--- src/rtl/pong_pkg.sv ---
// Pong geometry, derived centre positions and controller state encoding.
// Shared by the game controller and its paddle sub-module.
package pong_pkg;

  localparam logic [9:0] Y_CEIL    = 10'd40;
  localparam logic [9:0] Y_FLOOR   = 10'd440;
  localparam logic [9:0] X_LWALL   = 10'd0;
  localparam logic [9:0] X_RWALL   = 10'd639;
  localparam logic [9:0] X_PADDLEA = 10'd16;
  localparam logic [9:0] X_PADDLEB = 10'd616;
  localparam logic [9:0] PADDLE_W  = 10'd8;
  localparam logic [9:0] PADDLE_H  = 10'd64;
  localparam logic [9:0] BALL_W    = 10'd8;
  localparam logic [9:0] BALL_H    = 10'd8;

  // Centre of the 640x(ceiling..floor) court, minus half the object size
  localparam logic [9:0] X_CENTRE =
    (X_LWALL + X_RWALL + 10'd1) / 10'd2 - BALL_W / 10'd2;
  localparam logic [9:0] Y_CENTRE =
    (Y_CEIL + Y_FLOOR) / 10'd2 - BALL_H / 10'd2;
  localparam logic [9:0] Y_PADDLE_RST =
    (Y_CEIL + Y_FLOOR) / 10'd2 - PADDLE_H / 10'd2;

  typedef enum logic [1:0] {
    IDLE,
    PLAY,
    POINT,
    GAMEOVER
  } state_e;

  function automatic logic [2:0] sat_inc(
    input logic [2:0] s,
    input logic [2:0] max
  );
    return (s >= max) ? max : s + 3'd1;
  endfunction

endpackage

--- src/rtl/paddle_ctrl.sv ---
// One paddle: button-driven vertical move, clamped inside the court.
// Position only changes on cycles where en is high.
module paddle_ctrl
  import pong_pkg::*;
#(
  parameter int PADDLE_SPEED = 4
) (
  input  logic       clk,
  input  logic       rst_n,
  input  logic       en,
  input  logic       up,
  input  logic       down,
  output logic [9:0] y_paddle
);

  localparam logic [9:0] STEP  = 10'(PADDLE_SPEED);
  localparam logic [9:0] Y_MIN = Y_CEIL + 10'd1;
  localparam logic [9:0] Y_MAX = Y_FLOOR - PADDLE_H;

  logic [9:0] y_q, y_d;

  always_comb begin
    y_d = y_q;
    if (en) begin
      unique case (1'b1)
        up && !down:
          y_d = (y_q < Y_MIN + STEP) ? Y_MIN : y_q - STEP;
        down && !up:
          y_d = (y_q + STEP > Y_MAX) ? Y_MAX : y_q + STEP;
        default: y_d = y_q;
      endcase
    end
  end

  always_ff @(posedge clk) begin
    if (!rst_n) y_q <= Y_PADDLE_RST;
    else        y_q <= y_d;
  end

  assign y_paddle = y_q;

endmodule

--- src/rtl/game_controller.sv ---
// Pong game controller: ball physics, scoring, serve and game-over flow.
// Every register advances only on frame_tick; outputs are the registers.
module game_controller
  import pong_pkg::*;
#(
  parameter int         BALL_SPEED   = 2,
  parameter int         PADDLE_SPEED = 4,
  parameter int         SERVE_FRAMES = 60,
  parameter logic [2:0] WIN_SCORE    = 3'd7
) (
  input  logic       clk,
  input  logic       rst_n,
  input  logic       frame_tick,
  input  logic       start,
  input  logic       upA,
  input  logic       downA,
  input  logic       upB,
  input  logic       downB,
  output logic [9:0] x_ball,
  output logic [9:0] y_ball,
  output logic [9:0] y_paddleA,
  output logic [9:0] y_paddleB,
  output logic [2:0] scoreA,
  output logic [2:0] scoreB,
  output logic       lossA,
  output logic       lossB
);

  localparam logic [9:0]  BS = 10'(BALL_SPEED);
  localparam logic [9:0]  X_HIT_A = X_PADDLEA + PADDLE_W + BS;
  localparam logic [9:0]  X_HIT_B = X_PADDLEB - BS;
  localparam logic [15:0] SERVE_LAST = 16'(SERVE_FRAMES - 1);

  state_e      state_q, state_d;
  logic [9:0]  x_q, x_d, y_q, y_d;
  logic        dx_left_q, dx_left_d;
  logic        dy_up_q, dy_up_d;
  logic [2:0]  score_a_q, score_a_d;
  logic [2:0]  score_b_q, score_b_d;
  logic        loss_a_q, loss_a_d;
  logic        loss_b_q, loss_b_d;
  logic [15:0] cnt_q, cnt_d;

  logic        pad_en;
  logic        at_a, at_b, ov_a, ov_b;
  logic [9:0]  y_step;
  logic        dy_up_step;
  logic [2:0]  inc_a, inc_b;

  assign pad_en = frame_tick && (state_q != GAMEOVER);

  paddle_ctrl #(.PADDLE_SPEED(PADDLE_SPEED)) u_paddle_a (
    .clk      (clk),
    .rst_n    (rst_n),
    .en       (pad_en),
    .up       (upA),
    .down     (downA),
    .y_paddle (y_paddleA)
  );

  paddle_ctrl #(.PADDLE_SPEED(PADDLE_SPEED)) u_paddle_b (
    .clk      (clk),
    .rst_n    (rst_n),
    .en       (pad_en),
    .up       (upB),
    .down     (downB),
    .y_paddle (y_paddleB)
  );

  // Hit tests see the paddle registers, i.e. before this frame's move
  assign ov_a = (y_q + BALL_H > y_paddleA) &&
                (y_q < y_paddleA + PADDLE_H);
  assign ov_b = (y_q + BALL_H > y_paddleB) &&
                (y_q < y_paddleB + PADDLE_H);
  assign at_a = dx_left_q && (x_q <= X_HIT_A);
  assign at_b = !dx_left_q && (x_q + BALL_W >= X_HIT_B);
  assign inc_a = sat_inc(score_a_q, WIN_SCORE);
  assign inc_b = sat_inc(score_b_q, WIN_SCORE);

  always_comb begin
    y_step     = dy_up_q ? y_q - BS : y_q + BS;
    dy_up_step = dy_up_q;
    if (dy_up_q && (y_q <= Y_CEIL + BS)) begin
      y_step     = Y_CEIL + 10'd1;
      dy_up_step = 1'b0;
    end else if (!dy_up_q &&
                 (y_q + BALL_H >= Y_FLOOR - BS)) begin
      y_step     = Y_FLOOR - BALL_H;
      dy_up_step = 1'b1;
    end
  end

  always_comb begin
    state_d   = state_q;
    x_d       = x_q;
    y_d       = y_q;
    dx_left_d = dx_left_q;
    dy_up_d   = dy_up_q;
    score_a_d = score_a_q;
    score_b_d = score_b_q;
    loss_a_d  = loss_a_q;
    loss_b_d  = loss_b_q;
    cnt_d     = cnt_q;
    if (frame_tick) begin
      unique case (state_q)
        IDLE: begin
          x_d       = X_CENTRE;
          y_d       = Y_CENTRE;
          score_a_d = '0;
          score_b_d = '0;
          loss_a_d  = 1'b0;
          loss_b_d  = 1'b0;
          cnt_d     = '0;
          if (start) begin
            state_d   = PLAY;
            x_d       = X_CENTRE + BS;
            y_d       = Y_CENTRE + BS;
            dx_left_d = 1'b0;
            dy_up_d   = 1'b0;
          end
        end
        PLAY: begin
          y_d     = y_step;
          dy_up_d = dy_up_step;
          unique case (1'b1)
            at_a && ov_a: begin
              x_d       = X_PADDLEA + PADDLE_W;
              dx_left_d = 1'b0;
            end
            at_b && ov_b: begin
              x_d       = X_PADDLEB - BALL_W;
              dx_left_d = 1'b1;
            end
            // A missed: next serve heads back toward A
            at_a && !ov_a: begin
              score_b_d = inc_b;
              dx_left_d = 1'b1;
              x_d       = X_CENTRE;
              y_d       = Y_CENTRE;
              cnt_d     = '0;
              loss_a_d  = (inc_b == WIN_SCORE);
              state_d   = (inc_b == WIN_SCORE) ?
                          GAMEOVER : POINT;
            end
            at_b && !ov_b: begin
              score_a_d = inc_a;
              dx_left_d = 1'b0;
              x_d       = X_CENTRE;
              y_d       = Y_CENTRE;
              cnt_d     = '0;
              loss_b_d  = (inc_a == WIN_SCORE);
              state_d   = (inc_a == WIN_SCORE) ?
                          GAMEOVER : POINT;
            end
            default:
              x_d = dx_left_q ? x_q - BS : x_q + BS;
          endcase
        end
        POINT: begin
          x_d = X_CENTRE;
          y_d = Y_CENTRE;
          if (cnt_q == SERVE_LAST) begin
            state_d = PLAY;
            cnt_d   = '0;
            dy_up_d = 1'b0;
          end else begin
            cnt_d = cnt_q + 16'd1;
          end
        end
        GAMEOVER: begin
          x_d = X_CENTRE;
          y_d = Y_CENTRE;
          if (start) begin
            state_d   = IDLE;
            score_a_d = '0;
            score_b_d = '0;
            loss_a_d  = 1'b0;
            loss_b_d  = 1'b0;
          end
        end
      endcase
    end
  end

  always_ff @(posedge clk) begin
    if (!rst_n) begin
      state_q   <= IDLE;
      x_q       <= X_CENTRE;
      y_q       <= Y_CENTRE;
      dx_left_q <= 1'b0;
      dy_up_q   <= 1'b0;
      score_a_q <= '0;
      score_b_q <= '0;
      loss_a_q  <= 1'b0;
      loss_b_q  <= 1'b0;
      cnt_q     <= '0;
    end else begin
      state_q   <= state_d;
      x_q       <= x_d;
      y_q       <= y_d;
      dx_left_q <= dx_left_d;
      dy_up_q   <= dy_up_d;
      score_a_q <= score_a_d;
      score_b_q <= score_b_d;
      loss_a_q  <= loss_a_d;
      loss_b_q  <= loss_b_d;
      cnt_q     <= cnt_d;
    end
  end

  assign x_ball = x_q;
  assign y_ball = y_q;
  assign scoreA = score_a_q;
  assign scoreB = score_b_q;
  assign lossA  = loss_a_q;
  assign lossB  = loss_b_q;

endmodule

--- config.mk ---
export PLATFORM = sky130hd
export DESIGN_NAME = game_controller
export DESIGN_NICKNAME = d
export VERILOG_FILES = /design/src/rtl/pong_pkg.sv /design/src/rtl/paddle_ctrl.sv /design/src/rtl/game_controller.sv
export SDC_FILE = /design/constraint.sdc
export NUM_CORES = 1
export LEC_CHECK = 0
export ABC_AREA = 1
export CAP_MARGIN = 20
export CORE_MARGIN = 10
export CORE_UTILIZATION = 52
export DETAILED_ROUTE_END_ITERATION = 7
export PLACE_DENSITY_LB_ADDON = 0.12
export SYNTH_ARGS = -nofsm -noshare
export SYNTH_HDL_FRONTEND = slang
export SYNTH_SLANG_ARGS = --single-unit
--- constraint.sdc ---
create_clock -name clk -period 4.5 [get_ports clk]
set_clock_uncertainty 0.2 [all_clocks]
set_input_delay 0.45 -clock clk [delete_from_list [all_inputs] [get_ports clk]]
set_output_delay 0.45 -clock clk [all_outputs]
set_load 0.01 [all_outputs]
==> results, run 1 <==
- The share of power burned in registers is 31.2%.
- The effective utilization at floorplan is 53.1%.
- Counting flops with an async set or reset pin after synthesis yields a share of 0%.
- Entering global routing, the biggest net connects 54 pins.
- At the pin with the least slew margin, the transition time is around 0.98 ns.
- The number of buffer cells added on primary ports is 52.
- The slowest cell on the critical path is sky130_fd_sc_hd__dfxtp_1.
- Setup repair after global routing left no endpoint under its margin.
- The number of distinct standard cells referenced by the synthesized netlist is 47.
- The H-tree was split into 3 levels.
- Traced cell by cell, the critical path runs through ha_1, nand2_1, inv_1, nand4_1, xor2_1, inv_1, ha_1, a21o_1, nor2_1, nand3_1, nand2_1, nor2_2, nor2_2, nor2_4, nand2_4, nand2_4, nand2_1, a21oi_1.
- Fill cells in the final layout number about 1100.
- The critical path launch point type is a flop.
- Dividing the detail-routed via count by the number of cells gives 5.39.
- Across all layers, the routed design uses 6061 vias.
- The final routed DRC violation total is 0.
- The number of synthesized flops with an enable pin is 0.
- The count of hold buffers inserted by post-cts repair is 0.
- The die covers 16300 sq um.
- The setup TNS is 0 ns.
- The count of final setup violators is 0.
- In this run the power density over the cells is roughly 300 nW/um^2.
- The data required time at the worst endpoint is about 4.5 ns.
- For this run, the detailed router's first-pass iteration total came to 5.
- Max-cap violations in this run came to 0.
- Along the worst path, the maximum fanout reaches 23.
- The leakage component of the power is ~3.1 nW.
- The highest clock frequency the design can meet is 0.288 GHz.
- The combinational cell fraction of total power is 29.2%.
- Counting flops and latches in the post-synthesis netlist gives 65.
- The worst path arrival time is roughly 3.5 ns.
- In the finished design, the share of the clock period the worst path needs comes to 77.0%.
- VDD sags by at most 0.000191 V.
- The worst setup path is captured at a flop.
- Global routing consumed, over all layers together, 19.5% of the routing resources.
- Once the clock tree was built, the resizer swapped 0 gates to a different size.
- After synthesis, the most frequently instantiated cells are 224 x sky130_fd_sc_hd__nand2_1, 101 x sky130_fd_sc_hd__inv_1, 91 x sky130_fd_sc_hd__a21oi_1.
- The worst setup path is of the flop to flop kind.
- The core footprint is 11400 sq um.
- The clock period minus final worst setup slack is 3.47 ns.
- Counting every instance in the synthesized netlist gives roughly 940.
- TritonCTS built the clock tree.
- In this run the cell area of the synthesized design comes to 6030 sq um.
- The clock latency of the later-clocked register in the worst-skew pair is approximately 0.35 ns.
- The number of antenna violations at the first check in global routing came to 0.
- Relative to the synthesized area, the layout overhead comes to 15.7%.
- Summed over its instances, the top area cell type makes up 21.6% of the synthesized netlist area.
- For this run the aggregate overflow at the end of global routing stands at 0.
- After the last flow step, the layout net total stands at 1054.
- The wire length of the first global-routing pass is 27100 um.
- The sink count of the clock tree is 65.
- The top flip-flop cell by instance count after synthesis is sky130_fd_sc_hd__dfxtp_1.
- The flow ran to the end, and the final reports show no timing, DRC or antenna violations.
- The wire length reported by the detailed router is 15700 um.
- The CTS buffer count is 9.
- The most numerous cell in the Yosys netlist is sky130_fd_sc_hd__nand2_1.
- The worst path meets setup with between 1 and 1.5 ns of slack.
- In this run the horizontal extent of the chip is between 100 and 150 um.
- Once detailed placement completed, the half-perimeter wirelength came to around 12000 um.
- The number of cells in the finished layout apart from fillers is roughly 1100.
- The worst relative slew slack is 34.4%.
- Net switching is between 30% and 40% of the power.
- Across all hold checks on the routed design, the worst slack comes to 0.264 ns.
- The peak per-stage delay on the critical path is around 0.63 ns.
- The total setup buffers inserted after CTS is 0.
- The number of placement rows is 39.
- A synthesized cell averages 6.45 sq um.
- The I/O pin total is between 50 and 60.
- In the final routed layout, each cell accounts on average for 14.0 um.
- The longest clock path from root to sink contains 2 buffers.
- After the first detailed-routing iteration, the DRC count stood at 450.
- The count of yosys warnings during synthesis is 0.
- The most used cell along the critical path is sky130_fd_sc_hd__nand2_1.
- Of the cells placed in the final design, the portion with a size suffix greater than 1 is 5.30%.
- Sorting the synthesized cells by area gives the leading types as sky130_fd_sc_hd__dfxtp_1 22%, sky130_fd_sc_hd__nand2_1 14%, sky130_fd_sc_hd__ha_1 14%.
- Before CTS, the worst setup slack after placement is 1.06 ns.
- The internal power is between 0.001 and 0.0015 W.
- The via count of the first global-routing pass is 5786.
- The repair_antennas step left the layout with diodes totalling 0.
- The number of nets with antenna violations after routing is 0.
- The part of the power in the clock network is 39.5%.
- The die span in y is roughly 130 um.
- The overall power of the completed layout is approximately 0.0021 W.
- The largest area contributor in the netlist is sky130_fd_sc_hd__dfxtp_1.
- The max-slew violation total from the final report was 0.
- The hold violation total from the final report is 0.
- The weighted congestion at the end of routability-driven global placement is 0.910.
- For this run, the register share of the synthesized area comes to 21.6%.
- For this design the total switching power over the nets is 0.000723 W.
- The post-CTS clock slew at the launch and capture registers of the worst setup and hold paths is 0.06 ns.
- In this run, placement finished with an instance count of 1109.
- In this run the worst hold path is classified as flop to flop.
- The clock root buffer is sky130_fd_sc_hd__clkbuf_16.
-- cell families (layout without fill, tap and decap cells) --
kind of cell | Yosys count | count (layout) | share of synthesized area [%]
other cells | 1 | 3 | 0.0622
compound gates | 160 | 160 | 14.8
simple gates | 460 | 460 | 33.5
fa+ha+maj | 69 | 69 | 14.6
buf+inv | 137 | 182 | 9.25
flops | 65 | 65 | 21.6
xor+xnor | 43 | 43 | 6.24
-- flip-flops by register name (all words and copies together) (netlist names) --
name / flops
cnt_q: 16
dx_left_q: 1
dy_up_q: 1
lossA: 1
lossB: 1
scoreA: 3
scoreB: 3
state_q: 2
u_paddle_a.y_paddle: 9
u_paddle_b.y_paddle: 9
x_ball: 9
y_ball: 10
-- power groups by stage --
stage | Clock, W | Combinational (W) | Sequential (W)
after floorplan | 0 | 0.000464 | 0.000665
after global placement | 0 | 0.000611 | 0.000676
after detailed placement | 0 | 0.000615 | 0.000677
after CTS | 0.000855 | 0.000620 | 0.000664
after global routing | 0.000875 | 0.000711 | 0.000672
final | 0.000841 | 0.000621 | 0.000665
-- stage by stage --
step	utilization (%)	area [sq um]
2_1_floorplan	-	6040
3_3_place_gp	58.3	6630
3_5_place_dp	58.3	6630
4_1_cts	61.4	6980
6_report	61.4	6980
5_1_grt	61.4	6980
-- cell type report --
class / count / area [sq um] / share of cell area, %
Tap cell: 143 / 179 / 2.56
Multi-Input combinational cell: 735 / 4180 / 59.9
Sequential cell: 65 / 1300 / 18.6
Timing Repair Buffer: 56 / 551 / 7.89
Inverter: 110 / 413 / 5.92
Clock buffer: 10 / 239 / 3.42
Clock inverter: 6 / 114 / 1.63
-- per-layer routing --
layer	share of wire [%]	vias up	GRT usage (%)
met2	46	144	32.6
met5	0	-	0
met4	1.2	0	6.56
met3	5.3	15	3.93
met1	47	2713	24.5
li1	-	3189	-
-- critical path, delay by kind of cell, from the launching register on --
family                     cells  cell delay, ns
AOI/OAI and AO/OA              2            0.24
xor gates and xnor gates       1            0.19
adders and majority gates      2            0.54
buffers and inverters          2            0.21
DFF                            1            0.63
and+or+nand+nor               11            1.28
-- cells in the final DEF, fill, tap and decap left out, types with 10 or more instances in the layout --
master                            Yosys  routed
sky130_fd_sc_hd__nand2_1            224     224
sky130_fd_sc_hd__inv_1              101     101
sky130_fd_sc_hd__a21oi_1             91      91
sky130_fd_sc_hd__nor2_1              89      89
sky130_fd_sc_hd__nand3_1             71      71
sky130_fd_sc_hd__ha_1                67      67
sky130_fd_sc_hd__dfxtp_1             65      65
sky130_fd_sc_hd__clkdlybuf4s50_1      0      52
sky130_fd_sc_hd__xor2_1              36      36
sky130_fd_sc_hd__o21ai_0             31      31
sky130_fd_sc_hd__nand4_1             25      25
sky130_fd_sc_hd__nor3_1              17      17
sky130_fd_sc_hd__o21ai_1             10      10
-- worst paths after layout --
check | from | to | slack (ns) | cells after the start
worst max-delay path | y_ball[3]$_SDFFE_PN1P_ | cnt_q[1]$_SDFFE_PN0P_ | 1.03 | 18
worst min-delay path | lossB$_SDFFE_PN0P_ | lossB$_SDFFE_PN0P_ | 0.26 | 2
worst max register to register | y_ball[3]$_SDFFE_PN1P_ | cnt_q[1]$_SDFFE_PN0P_ | 1.03 | 18
worst min register to register | lossB$_SDFFE_PN0P_ | lossB$_SDFFE_PN0P_ | 0.26 | 2
Power figures use the tool's default switching activity.
==> inputs of run 2 (changes only) <==
- clock period: 4.5 -> 2.95 ns (I/O delays scaled with it)
==> run 2 against run 1 <==
The flow now finishes with violations (setup timing). Critical endpoint is now y_ball[2]$_SDFFE_PN1P_. Largest cell class unchanged. Worst setup slack worse by 1.1 ns. Critical path depth up 1. Highest routed layer unchanged. Non-clock buffer count is 35 higher. Final cell count grew 3.3%. Via count increased by 4.8%.
==> results, run 2 (synthesis results as in run 1) <==
- The run finished, with violations left.
- The final reports fail on setup timing.
- The slowest cell on the critical path is sky130_fd_sc_hd__dfxtp_2.
- The die area is 16300 sq um (unchanged).
- The CTS buffer count is 9 (unchanged).
- The max-slew violation total from the final report is 0 (unchanged).
- The count of final setup violators was 21 (+21).
- The most used cell along the critical path is sky130_fd_sc_hd__nor2_4.
- The final routed DRC violation total is 0 (unchanged).
- The final period utilization came to 103% (+26 points).
- The combinational cell fraction of total power is 34.7% (+5.5 points).
- The total buffers and inverters traversed by the critical path is 3 (+1).
- In the layout the commonest cells are 214 x sky130_fd_sc_hd__nand2_1, 98 x sky130_fd_sc_hd__inv_1, 85 x sky130_fd_sc_hd__a21oi_1, 83 x sky130_fd_sc_hd__nor2_1, 68 x sky130_fd_sc_hd__nand3_1.
- The share of power burned in registers is 29.3% (-1.9 points).
- The wire length reported by the detailed router is 16900 um (+7.9%).
- The number of nets with antenna violations after routing is 0 (unchanged).
- The number of detailed-routing iterations run before antenna repair came to 5 (unchanged).
- The number of diodes added for antenna fixing is 0 (unchanged).
- The sink count of the clock tree is 65 (unchanged).
- The post-CTS clock slew at the launch and capture registers of the worst setup and hold paths came to 0.06 ns (about the same).
- The final core utilization is 66.4% (+5.1 points).
- The weighted congestion at the end of routability-driven global placement is 0.932 (+2.4%).
- The count of hold buffers inserted by post-cts repair came to 0 (unchanged).
- The power per cell area is 450 nW/um^2 (+48%).
- The flip-flop count of the largest register after layout is 16 (unchanged).
- The via count of the first global-routing pass is 5939 (+2.6%).
- The clock latency of the later-clocked register in the worst-skew pair is 0.35 ns (about the same).
- The total global routing track utilization is 20.1% (+0.59 points).
- The starting DRC count in detailed routing is 462 (+2.7%).
- The largest net degree at the start of global routing is 31 (-43%).
- The peak per-stage delay on the critical path is 0.37 ns (-0.26 ns).
- The switching share of power was 34.6% (+0.62 points).
- The register area was 1300 sq um (+0.19%).
- The worst path arrival time is 3.06 ns (-0.39 ns).
- The hold violation total from the final report was 0 (unchanged).
- The share of final-layout standard cells stronger than drive strength 1 is 12.5% (+7.2 points).
- The detailed-route wire length per cell is 14.6 um (+4.4%).
- Traced cell by cell, the critical path runs through ha_4, nand2_2, inv_2, nand4_1, xor2_1, inv_2, ha_4, nand2_4, nor2_4, nand3_2, nand3_2, nand2_4, nor2_4, nor2_4, nor2_4, nand2_8, buf_4, o21ai_2, o211ai_1.
- The kind of end point of the critical path is a flop.
- The effective utilization at floorplan came to 53.1% (unchanged).
- The wire length of the first global-routing pass came to 27800 um (+2.7%).
- The leakage component of the power came to 3.36 nW (+7.5%).
- The maximum clock path buffer count came to 2 (unchanged).
- The count of nets after finishing came to 1091 (+3.5%).
- Setup repair after global routing could not meet its margin everywhere.
- The type of the worst setup path is flop to flop.
- The width of the die is 128 um (unchanged).
- The via count was 6349 (+4.8%).
- The core footprint was 11400 sq um (unchanged).
- The number of antenna violations at the first check in global routing came to 0 (unchanged).
- The footprint of the multi-input gates was 4430 sq um (+5.9%).
- TritonCTS built the clock tree.
- The number of H-tree levels is 3 (unchanged).
- The via density per instance is 5.46 (+1.4%).
- The internal power is 0.00222 W (+58%).
- The die span in y is 128 um (unchanged).
- The clock period minus final worst setup slack came to 3.04 ns (-0.430 ns).
- The path class of the tightest hold or removal check is flop to flop.
- The number of buffer cells added on primary ports is 52 (unchanged).
- The detailed placement HPWL was 12200 um (+5.0%).
- The maximum fanout count along the critical path is 6 (-74%).
- The library cell used most frequently in the layout, excluding fill and tap cells, is sky130_fd_sc_hd__nand2_1.
- Among cell families on the critical path, the largest total delay comes from simple AND/OR/NAND/NOR gates.
- The clock root buffer is sky130_fd_sc_hd__clkbuf_16.
- The peak ir drop on the vdd network is 0.000370 V (+94%).
- The smallest setup slack after layout is -0.0859 ns (-1.12 ns).
- The power spent charging and discharging nets was 0.00118 W (+63%).
- The critical path launch point type is a flop.
- The number of fill cells in the layout was 1028 (-5.8%).
- The global-route congestion overflow total came to 0 (unchanged).
- The part of the power in the clock network is 36.0% (-3.5 points).
- The number of placement rows is 39 (unchanged).
- More flip-flops sit in one register than any other, and that register is cnt_q.
- The max-cap check violation count is 0 (unchanged).
- The highest clock frequency the design can meet is 0.329 GHz (+14%).
- Relative to the synthesized area, the layout overhead comes to 25.2%.
- The overall power of the completed layout came to 0.00340 W (+60%).
- The I/O pin total came to 56 (unchanged).
- The data required time at the worst endpoint was 2.98 ns (-1.51 ns).
[run 2: cell types whose count changed in the layout (fill, tap and decap cells not counted), sizes merged]
cell,delta
inv,-1
bufinv,-1
nand2,+2
clkinv,+2
clkinvlp,-2
clkbuf,+3
buf,+34
[run 2: timing repair]
action / 4_1_cts / 5_1_grt
endpoints found under the hold margin: 0 / 0
endpoints found under the setup margin: 0 / 43
setup buffers: 0 / 10
gates resized for setup: 0 / 56
[run 2: tightest hold or removal path, stage by stage (launching register included)]
cell and delay [ns]:
sky130_fd_sc_hd__dfxtp_1 0.30, sky130_fd_sc_hd__nand2_1 0.06, sky130_fd_sc_hd__a21oi_1 0.06
[run 2: metal layers]
layer | GRT usage [%] | up-vias | wire (um)
li1 | - | 3255 | -
met1 | 24.9 | 2920 | 7720
met2 | 32.8 | 143 | 8040
met3 | 3.85 | 31 | 773
met4 | 10.1 | 0 | 413
met5 | 0 | - | 0
[run 2: final cells by class]
type / count / area share, %
clock buffers: 12 / 3.53
clock inverters: 4 / 0.977
inverters: 110 / 5.47
multi-input cells: 737 / 58.6
flip-flops and latches: 65 / 17.3
well taps: 143 / 2.37
repair buffers: 91 / 11.8
[run 2: power by group through the flow]
stage	Sequential [W]	Combinational (W)	Clock (W)
detailed placement	0.00101	0.00101	0
floorplan	0.00101	0.000707	0
global placement	0.00101	0.00100	0
finish	0.000994	0.00118	0.00122
CTS	0.000992	0.00102	0.00124
global route	0.00100	0.00132	0.00128
[run 2: through the flow]
| stage | hold WS (ns) | cell area, sq um | setup TNS [ns] | instances | setup slack (ns) |
|---|---|---|---|---|---|
| 4_1_cts | 0.264 | 7170 | 0 | 1149 | 0.0147 |
| 3_5_place_dp | 0.258 | 6830 | 0 | 1133 | 0.0356 |
| 2_1_floorplan | 0.236 | 6040 | 0 | 937 | 0.0302 |
| 6_report | 0.263 | 7550 | -0.674 | 1162 | -0.0859 |
| 5_1_grt | 0.284 | 7550 | -5.21 | 1162 | -0.233 |
| 3_3_place_gp | 0.257 | 6830 | 0 | 1133 | 0.0756 |
[run 2: final timing paths]
path / cells past startpoint / startpoint / slack, ns / endpoint
hold reg to reg: 2 / lossA$_SDFFE_PN0P_ / 0.26 / lossA$_SDFFE_PN0P_
setup reg to reg: 19 / y_ball[4]$_SDFFE_PN0P_ / -0.09 / y_ball[2]$_SDFFE_PN1P_
hold / removal: 2 / lossA$_SDFFE_PN0P_ / 0.26 / lossA$_SDFFE_PN0P_
setup / recovery: 19 / y_ball[4]$_SDFFE_PN0P_ / -0.09 / y_ball[2]$_SDFFE_PN1P_
